--- src/rtl/spram_arbiter_pkg.sv ---
// Shared types for the single-port SRAM arbiter: port identifiers and port count.
package spram_arbiter_pkg;

  typedef enum logic {PORT_INSTR = 1'b0, PORT_DATA = 1'b1} port_e;

  localparam int NPORTS = 2;

endpackage

--- src/rtl/rr_arbiter2.sv ---
// Two-requester round-robin arbiter: one-hot grant in the same cycle, tie goes to
// the port that was not granted most recently.
module rr_arbiter2
  import spram_arbiter_pkg::*;
(
  input  logic              clk,
  input  logic              rst,
  input  logic [NPORTS-1:0] req,
  output logic [NPORTS-1:0] gnt
);

  port_e last_grant;

  always_comb begin
    gnt = '0;
    if (req[PORT_INSTR] && req[PORT_DATA]) begin
      if (last_grant == PORT_INSTR) gnt[PORT_DATA]  = 1'b1;
      else                          gnt[PORT_INSTR] = 1'b1;
    end else begin
      gnt = req;
    end
  end

  always_ff @(posedge clk or posedge rst) begin
    if (rst)                  last_grant <= PORT_INSTR;
    else if (gnt[PORT_DATA])  last_grant <= PORT_DATA;
    else if (gnt[PORT_INSTR]) last_grant <= PORT_INSTR;
  end

endmodule

--- src/rtl/spram_arbiter.sv ---
// Shares one single-port byte-masked SRAM between the fetch port and the data port,
// one access per cycle, ack one cycle after grant aligned with the SRAM read latency.
module spram_arbiter
  import spram_arbiter_pkg::*;
#(
  parameter int AWIDTH = 32,
  parameter int KB     = 4
) (
  input  logic              clk,
  input  logic              rst,
  input  logic [AWIDTH-1:0] instr_addr,
  input  logic              instr_req,
  output logic              instr_ack,
  output logic [31:0]       instr_data,
  input  logic [AWIDTH-1:0] data_addr,
  input  logic [31:0]       data_wdata,
  input  logic [3:0]        data_mask,
  input  logic              data_we,
  input  logic              data_req,
  output logic              data_ack,
  output logic [31:0]       data_rdata,
  output logic [AWIDTH-1:0] mem_addr,
  output logic [31:0]       mem_wdata,
  output logic [3:0]        mem_mask,
  output logic              mem_en,
  output logic              mem_wr_en,
  input  logic [31:0]       mem_rdata
);

  localparam logic [AWIDTH-1:0] MEM_BYTES = AWIDTH'(KB * 1024);

  logic [NPORTS-1:0] req, eligible, gnt, ack_q, oor_q;
  logic              instr_oor, data_oor;

  assign instr_oor = (instr_addr >= MEM_BYTES);
  assign data_oor  = (data_addr  >= MEM_BYTES);

  assign req[PORT_INSTR] = instr_req;
  assign req[PORT_DATA]  = data_req;

  // A port in its ack cycle is masked so a held request is not issued twice;
  // masking on rst keeps the SRAM idle throughout reset.
  assign eligible = req & ~ack_q & {NPORTS{~rst}};

  rr_arbiter2 u_rr (
    .clk (clk),
    .rst (rst),
    .req (eligible),
    .gnt (gnt)
  );

  always_comb begin
    mem_addr  = '0;
    mem_wdata = '0;
    mem_mask  = '0;
    mem_en    = 1'b0;
    mem_wr_en = 1'b0;
    if (gnt[PORT_DATA]) begin
      mem_addr  = data_addr;
      mem_wdata = data_wdata;
      mem_mask  = data_mask;
      mem_en    = ~data_oor;
      mem_wr_en = data_we & ~data_oor;
    end else if (gnt[PORT_INSTR]) begin
      mem_addr  = instr_addr;
      mem_en    = ~instr_oor;
    end
  end

  always_ff @(posedge clk or posedge rst) begin
    if (rst) begin
      ack_q <= '0;
      oor_q <= '0;
    end else begin
      ack_q            <= gnt;
      oor_q[PORT_INSTR] <= gnt[PORT_INSTR] & instr_oor;
      oor_q[PORT_DATA]  <= gnt[PORT_DATA]  & data_oor;
    end
  end

  assign instr_ack  = ack_q[PORT_INSTR];
  assign data_ack   = ack_q[PORT_DATA];
  assign instr_data = (ack_q[PORT_INSTR] && !oor_q[PORT_INSTR]) ? mem_rdata : '0;
  assign data_rdata = (ack_q[PORT_DATA]  && !oor_q[PORT_DATA])  ? mem_rdata : '0;

endmodule

--- config.mk ---
export PLATFORM = sky130hd
export DESIGN_NAME = spram_arbiter
export DESIGN_NICKNAME = d
export VERILOG_FILES = /design/src/rtl/spram_arbiter_pkg.sv /design/src/rtl/rr_arbiter2.sv /design/src/rtl/spram_arbiter.sv
export SDC_FILE = /design/constraint.sdc
export NUM_CORES = 1
export LEC_CHECK = 0
export ABC_AREA = 1
export CORE_AREA = 2 2 107 109
export CTS_CLUSTER_DIAMETER = 40
export DETAILED_ROUTE_END_ITERATION = 10
export DIE_AREA = 0 0 109 111
export HOLD_SLACK_MARGIN = 0.12
export PLACE_DENSITY_LB_ADDON = 0.15
export RECOVER_POWER = 25
export SLEW_MARGIN = 25
export SYNTH_ARGS = -nofsm -noshare
export SYNTH_HDL_FRONTEND = slang
export SYNTH_SLANG_ARGS = --single-unit
--- constraint.sdc ---
create_clock -name clk -period 3.1 [get_ports clk]
set_clock_uncertainty 0.1 [all_clocks]
set_input_delay 0.62 -clock clk [delete_from_list [all_inputs] [get_ports clk]]
set_output_delay 0.62 -clock clk [all_outputs]
set_load 0.1 [all_outputs]
==> results of run 1 <==
==> worst reg2reg max path: stages (launching register included) <==
cell,delay [ns]
dfrtp_1,0.44
nor2_8,0.15
nand2_1,0.10
nand2_4,0.13
inv_4,0.15
nand2_1,0.11
inv_1,0.04
==> cell usage after synthesis, drive strengths merged <==
master	instances	area (µm²)
o22ai	4	25.0
buf	9	97.6
dfrtp	5	125
nand4	1	6.26
nand3	7	35.0
clkbuf	6	22.5
nand2	83	367
nor2	119	504
o21ai	11	55.1
nor3	1	5.00
inv	95	362
==> sequential cells by signal (all words and copies together) (netlist names) <==
name,cells
ack_q,2
oor_q,2
u_rr.last_grant,1
==> power groups by stage <==
stage          registers, µW  logic (µW)  clock network [µW]
6_report                77.9        1430                 212
5_1_grt                 79.4        1480                 224
4_1_cts                 78.5        1450                 216
3_5_place_dp            79.3        1450                   0
3_3_place_gp            79.2        1440                   0
2_1_floorplan           90.6         830                   0
==> worst paths after layout <==
kind | endpoint | slack [ns] | startpoint
max | mem_addr[12] | 0.17 | rst
min | u_rr.last_grant | 0.47 | u_rr.last_grant
max reg2reg | oor_q[0] | 1.77 | ack_q[1]
min reg2reg | u_rr.last_grant | 0.47 | u_rr.last_grant
max in group asynchronous | u_rr.last_grant | 2.02 | rst
min in group asynchronous | ack_q[1] | 0.68 | rst
==> routing by layer <==
metal	share of wire (%)	track usage, %	vias up
met5	0	0	-
met4	0.47	2.31	0
met3	13	6.23	4
met2	53	30.0	169
met1	33	15.0	1249
li1	-	-	1477
==> metrics by stage <==
| step | instances | utilization (%) | setup TNS [ns] | power (µW) |
|---|---|---|---|---|
| 2_1_floorplan | 341 | - | -12.88 | 920 |
| 3_3_place_gp | 746 | 54.5 | 0 | 1520 |
| 3_5_place_dp | 746 | 54.5 | 0 | 1530 |
| 5_1_grt | 750 | 54.3 | 0 | 1780 |
| 4_1_cts | 750 | 55.2 | 0 | 1750 |
| 6_report | 750 | 54.3 | 0 | 1720 |
==> cell families (layout without fill, tap and decap cells) <==
family,count (synthesis),count (layout),synth area share (%)
AND/OR/NAND/NOR,211,211,57.2
buffers and inverters,110,376,30.0
AO/OA/AOI/OAI,15,15,4.99
flip-flops,5,5,7.80
==> final cells by class <==
| cell class | instances | area share, % |
|---|---|---|
| clock buffers | 4 | 1.31 |
| inverters | 95 | 6.01 |
| flip-flops and latches | 5 | 2.08 |
| repair buffers | 277 | 68.1 |
| multi-input cells | 226 | 19.6 |
| well taps | 143 | 2.98 |
==> cells in the final DEF, fill, tap and decap left out <==
master and count:
clkdlybuf4s50_1 136, buf_12 135, inv_1 92, nand2_1 70, nor2_1 58, nor2_2 54
nand2_2 9, o21ai_2 9, nand3_1 7, nor2_4 5, dfrtp_1 5, nand2_4 4
o22ai_1 4, clkbuf_1 4, clkbuf_16 3, nor2_8 2, inv_4 2, clkbuf_2 2
inv_2 1, o21ai_1 1, nor3_1 1, nand4_1 1, o21ai_0 1, buf_4 1
==> metrics.yaml, run 1 <==
status: "finished clean"
whs_path_depth: 2
setup_viol: 0
diodes: 0
reg2reg_depth: 6
slowest_delay_ns: 0.47
grt_pass1_wl_mm: 14.8
power_frac_comb_pct: 83.1
p_int_uw: 770
cts_hold_repair.buffers: 0
drv_slew: 0
critPathKind: "in2out"
place_congestion: 0.808
dp_slack_ns: 0.186
ios: 273
first_global_vias: 2911
path_depth: 10
grtUsageTotal_pct: 15.4
rsz0062_at_grt: "false"
htreeDepth: 1
num_vias: 2899
drv_cap: 0
die_width_um: 109
portBuffers: 272
worstHoldPathType: "reg2reg"
crit_arrival_ns: 2.21
whs_ns: 0.472
nNetsFinal: 745
final_hold_viol_count: 0
p_sw_uw: 947
syn_area_um2: 1600
fin_ws_ns: 0.172
drive_gt1_share_pct: 37.4
syn2layout_area_growth_pct: 275
period_minus_slack_ns: 2.93
hpwl_mm: 8.76
core-area_um2: 11100
startpoint_type: "input pin"
cts_resized: 0
drtPass1Iterations: 4
postSynthNetCount: 478
cp_cell_sequence: "clkdlybuf4s50_1 -> inv_2 -> nand2_4 -> nor2_8 -> nand2_1 -> nand2_4 -> inv_4 -> nand2_1 -> o21ai_1 -> buf_12"
clk_pin_slew_ns: 0.03
fill_cells: 988
post-cts-setup-buffers: 0
cts_tree: "done"
max-slew-margin-rel_pct: 18.2
endpoint_kind: "output port"
seq_area_um2: 125
die_y_um: 111
rows: 39
initial_core_util_pct: 14.5
power.leakage_uw: 0.00281
cts_root_buffer: "clkbuf_16"
cp_max_fo: 28
drt_iter0_markers: 121
yosys_warnings: 0
cts_buffers: 3
power_frac_clock_pct: 12.4
tightest_slew_ns: 1.23
vias_per_cell: 3.87
fin_area_um2: 6010
post_dp_cell_area_um2: 6040
multiInputGateArea_um2: 1180
dieArea_um2: 12100
avgSynthCellArea_um2: 4.70
worst_ep_required_time_ns: 2.38
netlist_instances: 341
grt.overflow.total: 0
grt_max_degree: 35
ys_seq_area_share_pct: 7.80
cp_slowest_cell: "clkdlybuf4s50_1"
cp_num_buf_inv: 4
switching_share_pct: 55.2
antenna_found_initial: 0
insertion_delay_ns: 0.23
ant_nets: 0
power_frac_seq_pct: 4.5
p_per_area_nw_per_um2: 286
synth-seq-cells: 5
clockBufferDepth: 2
path_delay_family: "buffers and inverters"
drcViolationCount: 0
routed_wirelength_mm: 9.70
min_period_over_period_pct: 94.5
cts_sinks: 5
fmax_mhz: 342
vdd_drop_max_mv: 0.146
synth.distinct_cells: 21
routedWlPerCell_um: 12.9
(Power assumes the default switching activity.)
==> run 2: changes to the inputs <==
- RECOVER_POWER: 25 -> 50
==> metrics.yaml, run 2 (synthesis gave the netlist of run 1 again) <==
drv_cap: 0
dieArea_um2: 12100
vdd_drop_max_mv: 0.146
post-cts-setup-buffers: 0
ant_nets: 0
cp_cell_sequence: "clkdlybuf4s50_1 -> inv_2 -> nand2_4 -> nor2_8 -> nand2_1 -> nand2_4 -> inv_4 -> nand2_1 -> o21ai_1 -> buf_12"
cts_tree: "done"
critPathKind: "in2out"
grtUsageTotal_pct: 15.4
routed_wirelength_mm: 9.80
tightest_slew_ns: 1.23
first_global_vias: 2911
rsz0062_at_grt: "false"
drv_slew: 0
final_hold_viol_count: 0
setup_viol: 0
fill_cells: 1038
clk_pin_slew_ns: 0.03
core-area_um2: 11100
p_total_uw: 1670
setup_tns_ns: 0
place_congestion: 0.808
antenna_found_initial: 0
fmax_mhz: 342
syn2layout_area_growth_pct: 253
worstHoldPathType: "reg2reg"
cp-startpoint: "rst"
hold_start: "u_rr.last_grant"
drive_gt1_share_pct: 35.1
grt_pass1_wl_mm: 14.8
grt_max_degree: 35
ios: 273
htreeDepth: 1
period_minus_slack_ns: 2.93
min_period_over_period_pct: 94.4
rows: 39
cts_sinks: 5
drt_iter0_markers: 101
hpwl_mm: 8.76
cts_resized: 0
nNetsFinal: 745
drcViolationCount: 0
grt.overflow.total: 0
vias_per_cell: 3.87
portBuffers: 272
initial_core_util_pct: 14.5
endpoint_kind: "output port"
cts_root_buffer: "clkbuf_16"
cts_buffers: 3
worst_ep_required_time_ns: 2.38
die_width_um: 109
cp_max_fo: 28
routedWlPerCell_um: 13.1
num_vias: 2902
clockBufferDepth: 2
r2r-start: "ack_q[1]"
slowest_delay_ns: 0.47
crit_arrival_ns: 2.21
max-slew-margin-rel_pct: 18.2
layout_common_cells: "136 x clkdlybuf4s50_1, 112 x buf_12, 92 x inv_1"
die_y_um: 111
largestRegisters: "ack_q: 2 flops, oor_q: 2 flops, u_rr.last_grant: 1 flops"
cp_slowest_cell: "clkdlybuf4s50_1"
insertion_delay_ns: 0.23
final_common_cell: "clkdlybuf4s50_1"
drtPass1Iterations: 4
p_per_area_nw_per_um2: 295
power.leakage_uw: 0.00272
cts_hold_repair.buffers: 0
diodes: 0
status: "finished clean"
startpoint_type: "input pin"
run 2: per-layer routing:
layer / part of all wire (%) / global-route usage (%) / vias up
met3: 13 / 6.23 / 4
met2: 53 / 30.0 / 165
li1: - / - / 1477
met5: 0 / 0 / -
met1: 34 / 15.0 / 1256
met4: 0.47 / 2.31 / 0
run 2: area by class of cell:
cell class / instances / area (µm²) / share of cell area [%]
Timing Repair Buffer: 277 / 3790 / 66.8
Multi-Input combinational cell: 226 / 1140 / 20.0
Inverter: 95 / 362 / 6.38
Tap cell: 143 / 179 / 3.16
Sequential cell: 5 / 125 / 2.21
Clock buffer: 4 / 78.8 / 1.39
run 2: metrics by stage:
step | instance area, µm² | setup slack (ns) | hold slack [ns] | util (%) | instances
after global routing | 5670 | 0.0482 | 0.506 | 51.2 | 750
final | 5670 | 0.175 | 0.472 | 51.2 | 750
after CTS | 6120 | 0.182 | 0.494 | 55.2 | 750
after global placement | 6040 | 0.188 | 0.488 | 54.5 | 746
after detailed placement | 6040 | 0.186 | 0.485 | 54.5 | 746
after floorplan | 1840 | -0.522 | 0.304 | - | 341
run 2: critical path, delay by kind of cell:
kind | cells | cell delay, ns
AO/OA/AOI/OAI | 1 | 0.14
buffers and inverters | 4 | 1.03
AND/OR/NAND/NOR | 5 | 0.41
run 2: power breakdown:
part / leakage [µW] / switching (µW) / internal, µW / total [µW]
clock network: 0.0000382 / 41.8 / 170 / 212
logic: 0.00262 / 889 / 490 / 1380
registers: 0.0000649 / 5.66 / 72.3 / 77.9
total: 0.00272 / 937 / 733 / 1670
run 2: worst paths after layout:
kind / to / slack [ns] / cells after the start
hold reg to reg: u_rr.last_grant / 0.47 / 2
setup reg to reg: oor_q[0] / 1.77 / 6
max in group asynchronous: u_rr.last_grant / 2.02 / 3
setup / recovery: mem_addr[12] / 0.17 / 10
hold / removal: u_rr.last_grant / 0.47 / 2
min in group asynchronous: ack_q[1] / 0.68 / 3
